===== src/rtl/gf180mcu_fd_sc_mcu9t5v0__andn_pipe.sv =====
// gf180mcu_fd_sc_mcu9t5v0__andn_pipe
//
// Pipelined multi-channel AND reduction. Each channel reduces WIDTH input bits
// to one bit through a registered tree of 3-input AND groups. An optional
// frame-accumulate mode ANDs per-beat results across a frame and emits one
// bit per frame.
//
// Pipeline: input register -> LEVELS tree stages -> output register, so a
// beat accepted at edge n shows up with Z_VALID=1 after edge n+LEVELS+1.
//
// Ports:
//   CLK       sole clock, rising edge
//   RST       asynchronous active-high reset
//   A         CHANNELS*WIDTH input bits, channel c at [c*WIDTH +: WIDTH]
//   A_VALID   input beat present
//   A_LAST    beat closes a frame (accumulate mode only)
//   ACC_MODE  0 = per-beat result, 1 = frame accumulate (tagged per beat)
//   A_READY   block accepts a beat this cycle
//   Z         reduction result, bit c for channel c
//   Z_VALID   Z holds a result
//   Z_READY   downstream accepts Z

module gf180mcu_fd_sc_mcu9t5v0__andn_pipe #(
    parameter int WIDTH    = 9,
    parameter int CHANNELS = 2
) (
    input  logic                      CLK,
    input  logic                      RST,
    input  logic [CHANNELS*WIDTH-1:0] A,
    input  logic                      A_VALID,
    input  logic                      A_LAST,
    input  logic                      ACC_MODE,
    output logic                      A_READY,
    output logic [CHANNELS-1:0]       Z,
    output logic                      Z_VALID,
    input  logic                      Z_READY
);

    // Number of 3-input AND levels: max(1, ceil(log3(w))).
    function automatic int tree_levels(input int w);
        int l;
        int p;
        l = 0;
        p = 1;
        while (p < w) begin
            p = p * 3;
            l = l + 1;
        end
        if (l < 1) l = 1;
        return l;
    endfunction

    function automatic int pow3(input int e);
        int r;
        r = 1;
        for (int i = 0; i < e; i++) r = r * 3;
        return r;
    endfunction

    localparam int LEVELS = tree_levels(WIDTH);
    localparam int PADDED = pow3(LEVELS);

    // Every stage advances together; a stalled output freezes the whole pipe.
    logic en;
    assign en      = !Z_VALID || Z_READY;
    assign A_READY = en;

    logic [CHANNELS*WIDTH-1:0]  in_data;
    logic [LEVELS:0]            stage_valid;
    logic [LEVELS:0]            stage_mode;
    logic [LEVELS:0]            stage_last;
    logic [CHANNELS*PADDED-1:0] padded_in;
    logic [CHANNELS-1:0]        tree_result;
    logic [CHANNELS-1:0]        acc;

    // Input register plus the valid/mode/last tag shift chain. Index 0 is the
    // input register, index k is tree level k. Bubbles shift along unchanged.
    always_ff @(posedge CLK or posedge RST) begin
        if (RST) begin
            in_data     <= '0;
            stage_valid <= '0;
            stage_mode  <= '0;
            stage_last  <= '0;
        end else if (en) begin
            in_data     <= A;
            stage_valid <= {stage_valid[LEVELS-1:0], A_VALID};
            stage_mode  <= {stage_mode[LEVELS-1:0], ACC_MODE};
            stage_last  <= {stage_last[LEVELS-1:0], A_LAST};
        end
    end

    // Widen each channel to a full power of three; missing inputs read as 1
    // so they never affect the AND.
    always_comb begin
        padded_in = '1;
        for (int c = 0; c < CHANNELS; c++) begin
            padded_in[c*PADDED +: WIDTH] = in_data[c*WIDTH +: WIDTH];
        end
    end

    // Tree level k holds CHANNELS*3^(LEVELS-k) bits; channel c's groups sit
    // contiguously, so group g always reads source bits [3g +: 3] and channels
    // never mix.
    for (genvar k = 1; k <= LEVELS; k++) begin : g_lvl
        localparam int OUT_W = pow3(LEVELS - k);

        logic [CHANNELS*3*OUT_W-1:0] src;
        logic [CHANNELS*OUT_W-1:0]   grp_and;
        logic [CHANNELS*OUT_W-1:0]   data;

        if (k == 1) begin : g_first
            assign src = padded_in;
        end else begin : g_next
            assign src = g_lvl[k-1].data;
        end

        always_comb begin
            grp_and = '0;
            for (int g = 0; g < CHANNELS*OUT_W; g++) begin
                grp_and[g] = &src[3*g +: 3];
            end
        end

        always_ff @(posedge CLK or posedge RST) begin
            if (RST) begin
                data <= '0;
            end else if (en) begin
                data <= grp_and;
            end
        end
    end

    assign tree_result = g_lvl[LEVELS].data;

    // Output stage. Per-beat results go straight to Z and discard any partial
    // frame; accumulate beats fold into acc and only the last one emits.
    always_ff @(posedge CLK or posedge RST) begin
        if (RST) begin
            Z       <= '0;
            Z_VALID <= 1'b0;
            acc     <= '1;
        end else if (en) begin
            if (stage_valid[LEVELS]) begin
                if (!stage_mode[LEVELS]) begin
                    Z       <= tree_result;
                    Z_VALID <= 1'b1;
                    acc     <= '1;
                end else if (!stage_last[LEVELS]) begin
                    acc     <= acc & tree_result;
                    Z_VALID <= 1'b0;
                end else begin
                    Z       <= acc & tree_result;
                    Z_VALID <= 1'b1;
                    acc     <= '1;
                end
            end else begin
                Z_VALID <= 1'b0;
            end
        end
    end

endmodule


===== config.mk =====
export PLATFORM = sky130hd
export DESIGN_NAME = gf180mcu_fd_sc_mcu9t5v0__andn_pipe
export DESIGN_NICKNAME = d
export VERILOG_FILES = /design/src/rtl/gf180mcu_fd_sc_mcu9t5v0__andn_pipe.sv
export SDC_FILE = /design/constraint.sdc
export NUM_CORES = 1
export LEC_CHECK = 0
export CAP_MARGIN = 15
export CORE_MARGIN = 10
export CORE_UTILIZATION = 40
export DETAILED_ROUTE_END_ITERATION = 6
export HOLD_SLACK_MARGIN = 0.08
export PLACE_DENSITY = 0.74
export SYNTH_ARGS = -nofsm -noshare
export SYNTH_HDL_FRONTEND = slang
export SYNTH_SLANG_ARGS = --single-unit

===== constraint.sdc =====
create_clock -name CLK -period 2.91 [get_ports CLK]
set_clock_uncertainty 0.05 [all_clocks]
set_input_delay 0.582 -clock CLK [delete_from_list [all_inputs] [get_ports CLK]]
set_output_delay 0.582 -clock CLK [all_outputs]
set_load 0.01 [all_outputs]

Yosys cells after proc, flatten, opt, wreduce, memory -nomap -nowiden --
Index checks and enable logic that the tools add are counted.
Word-level totals: register bits 40, latch bits 0, memory bits (writable) 0, ROM bits 0, input bits 24, output and inout port bits 4, logic and storage cells 30, memories 0
Cells by class: add/sub/neg operators 0, $mul 0, divide/modulo/power cells 0, $lt $le $gt $ge 0, eq/ne operators 1, shift-type cells 0, muxes and demuxes 7, bitwise logic cells 1, reduce and logical (&&, ||, !) cells 12
Operators by type and width (number):
- $reduce_and A3 Y1 | 9
- $mux W2 | 4
- $mux W1 | 3
- $and A2 B2 Y2 | 1
- $ne A2 B1 Y1 const B | 1
- $reduce_and A2 Y1 | 1
- $logic_not A1 Y1 | 1
- $logic_or A1 B1 Y1 | 1

Longest topological paths before layout --
depth after elaboration 3, depth in mapped cells 6, depth with buffers taken out 4

Least setup slack after synthesis --
OpenSTA, ideal clock, no wires.
kind in2out, start point in Z_READY, end point out A_READY, arrival 1.003 ns, setup slack 1.275 ns, stages on the path 4, path buffers 2, path through nor2b_4 > buf_6 > clkinv_8 > buf_6
On the way: word-level cells in the longest chain between the ends 1
RTL lines:
- start: declaration | line 36 | input logic Z_READY
- $logic_or A1 B1 Y1 | line 65 | assign en = !Z_VALID || Z_READY;
- end: declaration | line 33 | output logic A_READY,
Every way passes these cells.

Worst setup path after layout --
Ends and elaborated chain as after synthesis.

==> impl_metrics.tcl <==
set metrics [dict create \
    status "finished clean" \
    finalPower_mw 1.55 \
    finalSetupTns_ps 0 \
    fin_hold_ws_ps 417 \
    leakage_nw 0.971 \
    grt_pass1_vias 1181 \
    synth_compound_area_frac 0.0505 \
    fin_nets 223 \
    io-pin-count 28 \
    rr_worst_depth 5 \
    core_um2 3970 \
    drive_gt1_frac 0.0800 \
    critPathMostFrequentCell "clkdlybuf4s50_1" \
    synthMuxAreaShare 0.0123 \
    antenna_found_initial 0 \
    synthAdderAreaFrac 0 \
    start_util 0.411 \
    tightest_slew_ps 478 \
    top_layer "met4" \
    port_buffers 27 \
    grt_pass1_wl_um 4970 \
    via_per_inst 4.54 \
    met3_length_um 169 \
    root_buffer "clkbuf_8" \
    dp_hpwl_um 1920 \
    post-route-drc-count 0 \
    peakVddDrop_mv 0.249 \
    clock_latency_ps 290 \
    relSlewSlack 0.681 \
    cp_max_fo 2 \
    cts.sinks 40 \
    max_freq_mhz 414 \
    post_cts_buffers 0 \
    hp-start "g_lvl[1].src[1]" \
    ctsHoldBuffers 0 \
    crit_family "buffers and inverters" \
    critPathLaunchType "primary input" \
    hold_path.class "flip-flop to flip-flop" \
    numCtsBuffers 5 \
    ys_ff_latch 40 \
    grt_max_degree 44 \
    yosysSeqAreaShare 0.614 \
    worstPathCellList "clkdlybuf4s50_1 > nor2b_4 > clkinv_8 > clkdlybuf4s50_1" \
    cts_max_level 2 \
    yosys-top-cells-area "dfrtp_1 (58%), nand2_1 (20%), buf_6 (3.4%)" \
    synth-xor-area-share 0 \
    r2r_end "Z[1]" \
    worst-path-buf-inv 3 \
    rsz0062_at_grt "false" \
    vias 1134 \
    synth.distinct_cells 16 \
    place_inst 242 \
    crit_slowest_cell "clkdlybuf4s50_1" \
    reg2reg_setup_slack_ps 1580 \
    crit_arrival_ps 1780 \
    met2_length_um 1300 \
    diodes 0 \
    syn_nets 194 \
    drv_slew 0 \
    critical-path-max-stage-delay_ps 490 \
    final_cells 250 \
    r2r-start "Z_VALID" \
    cts_resized 0 \
    overflow 0 \
    critical_path_class "primary input to output port" \
    grt_use_total 0.0852 \
    finalCritPeriodShare 0.829 \
    dr.pass1.iters 4 \
    gp_congestion 0.695 \
    tritoncts "done" \
    avgSynthCellArea_um2 9.61 \
    rows 23 \
    synth_top_area_cell "dfrtp_1" \
    wl_met1_um 1280 \
    synth_warnings 0 \
    syn_area_um2 1630 \
    netlist.area_leader.share 0.582 \
    avgRoutedWirePerCell_um 11.2 \
    synth_top_family_by_area "simple AND/OR/NAND/NOR gates" \
    powerDensity_nw_per_um2 778 \
    die_w_um 83.9 \
    synth_cells 170 \
    maxCapViolations 0 \
    placed_area_um2 1910 \
    worstSetupEndpointType "output port" \
    multiInputGateArea_um2 517 \
    holdPathStages 2 \
    startpoint "Z_READY" \
    synth-simple-area-share 0.253 \
    die_h_um 83.9 \
    area_growth_pct 21.8 \
    cp.required_ps 2280 \
    design_area_um2 1990 \
    clk_pin_slew_ps 70 \
    finalWirelength_um 2810 \
    cts_max_path_buffers 2 \
    setup_violations 0 \
    finalCriticalPeriod_ps 2410 \
    num-fill-cells 382 \
    hold_viol 0 \
    whs_endpoint "g_lvl[1].src[1]" \
    dieArea_um2 7040 \
    first_iter_violations 99 \
    regArea_um2 1000 \
    ant_nets 0 \
]
==> placed cells by master (no fill, tap or decap) <==
| master | n |
|---|---|
| nand2_1 | 88 |
| dfrtp_1 | 38 |
| clkdlybuf4s50_1 | 27 |
| o21ai_0 | 10 |
| nand3_1 | 8 |
| inv_1 | 5 |
| clkbuf_8 | 5 |
| clkbuf_1 | 3 |
| buf_4 | 3 |
| o31ai_1 | 2 |
| mux2i_1 | 2 |
| o21ai_2 | 2 |
| dfstp_2 | 2 |
| nor2b_4 | 1 |
| clkinv_8 | 1 |
| nand2b_1 | 1 |
| nand3_4 | 1 |
| nand2_2 | 1 |
==> per-layer routing <==
metal  global-route usage  vias to the layer above
met5                    0                        -
met4               0.0457                        0
met3               0.0420                        8
met2                0.134                       21
met1               0.0918                      521
li1                     -                      584
==> kinds of logic after synthesis <==
kind of cell           Yosys count
AOI/OAI and AO/OA               14
and+or+nand+nor                100
DFF                             40
buffers and inverters           14
muxes                            2
==> sequential cells by signal (all words and copies together), names as in the netlist <==
name         flops
acc              2
Z_VALID          1
g_lvl.data       8
Z                2
g_lvl.src       18
stage_valid      3
stage_mode       3
stage_last       3
==> layout make-up <==
cell class	count	share of cell area
clock buffers	8	0.0402
inverters	6	0.0176
repair buffers	30	0.147
multi-input cells	116	0.260
flip-flops and latches	40	0.504
well taps	50	0.0314
==> power by group <==
part	total, mW	switching, mW	leakage [nW]	internal (mW)
combinational	0.395	0.229	0.438	0.166
clock	0.344	0.174	0.0395	0.170
sequential	0.809	0.0846	0.494	0.725
total	1.55	0.488	0.971	1.06
==> stage by stage <==
stage / util / worst slack [ps]
after CTS: 0.501 / 475
after global placement: 0.481 / 489
final: 0.501 / 497
after detailed placement: 0.481 / 480
after global routing: 0.501 / 454
after floorplan: - / 1280
==> worst reg2reg max path, stage by stage (launching register included) <==
cell and delay (ps):
dfrtp_1 380, nor2b_4 150, clkinv_8 40, buf_4 310, nand3_4 150, mux2i_1 140
==> cells in the mapped netlist, drive strengths merged <==
| master | n |
|---|---|
| o21ai | 12 |
| mux2i | 2 |
| clkinv | 1 |
| inv | 5 |
| buf | 8 |
| nor2b | 1 |
| nand3 | 9 |
| nand2b | 1 |
| nand2 | 89 |
| dfrtp | 38 |
| dfstp | 2 |
| o31ai | 2 |
==> how the worst max path moves through the flow <==
stage,end,slack (ps),cells after the start
after detailed placement,A_READY,480,4
after global placement,A_READY,490,4
after floorplan,A_READY,1280,4
after CTS,A_READY,470,4
final,A_READY,500,4
after global routing,A_READY,450,4
Power figures use the tool's default switching activity.
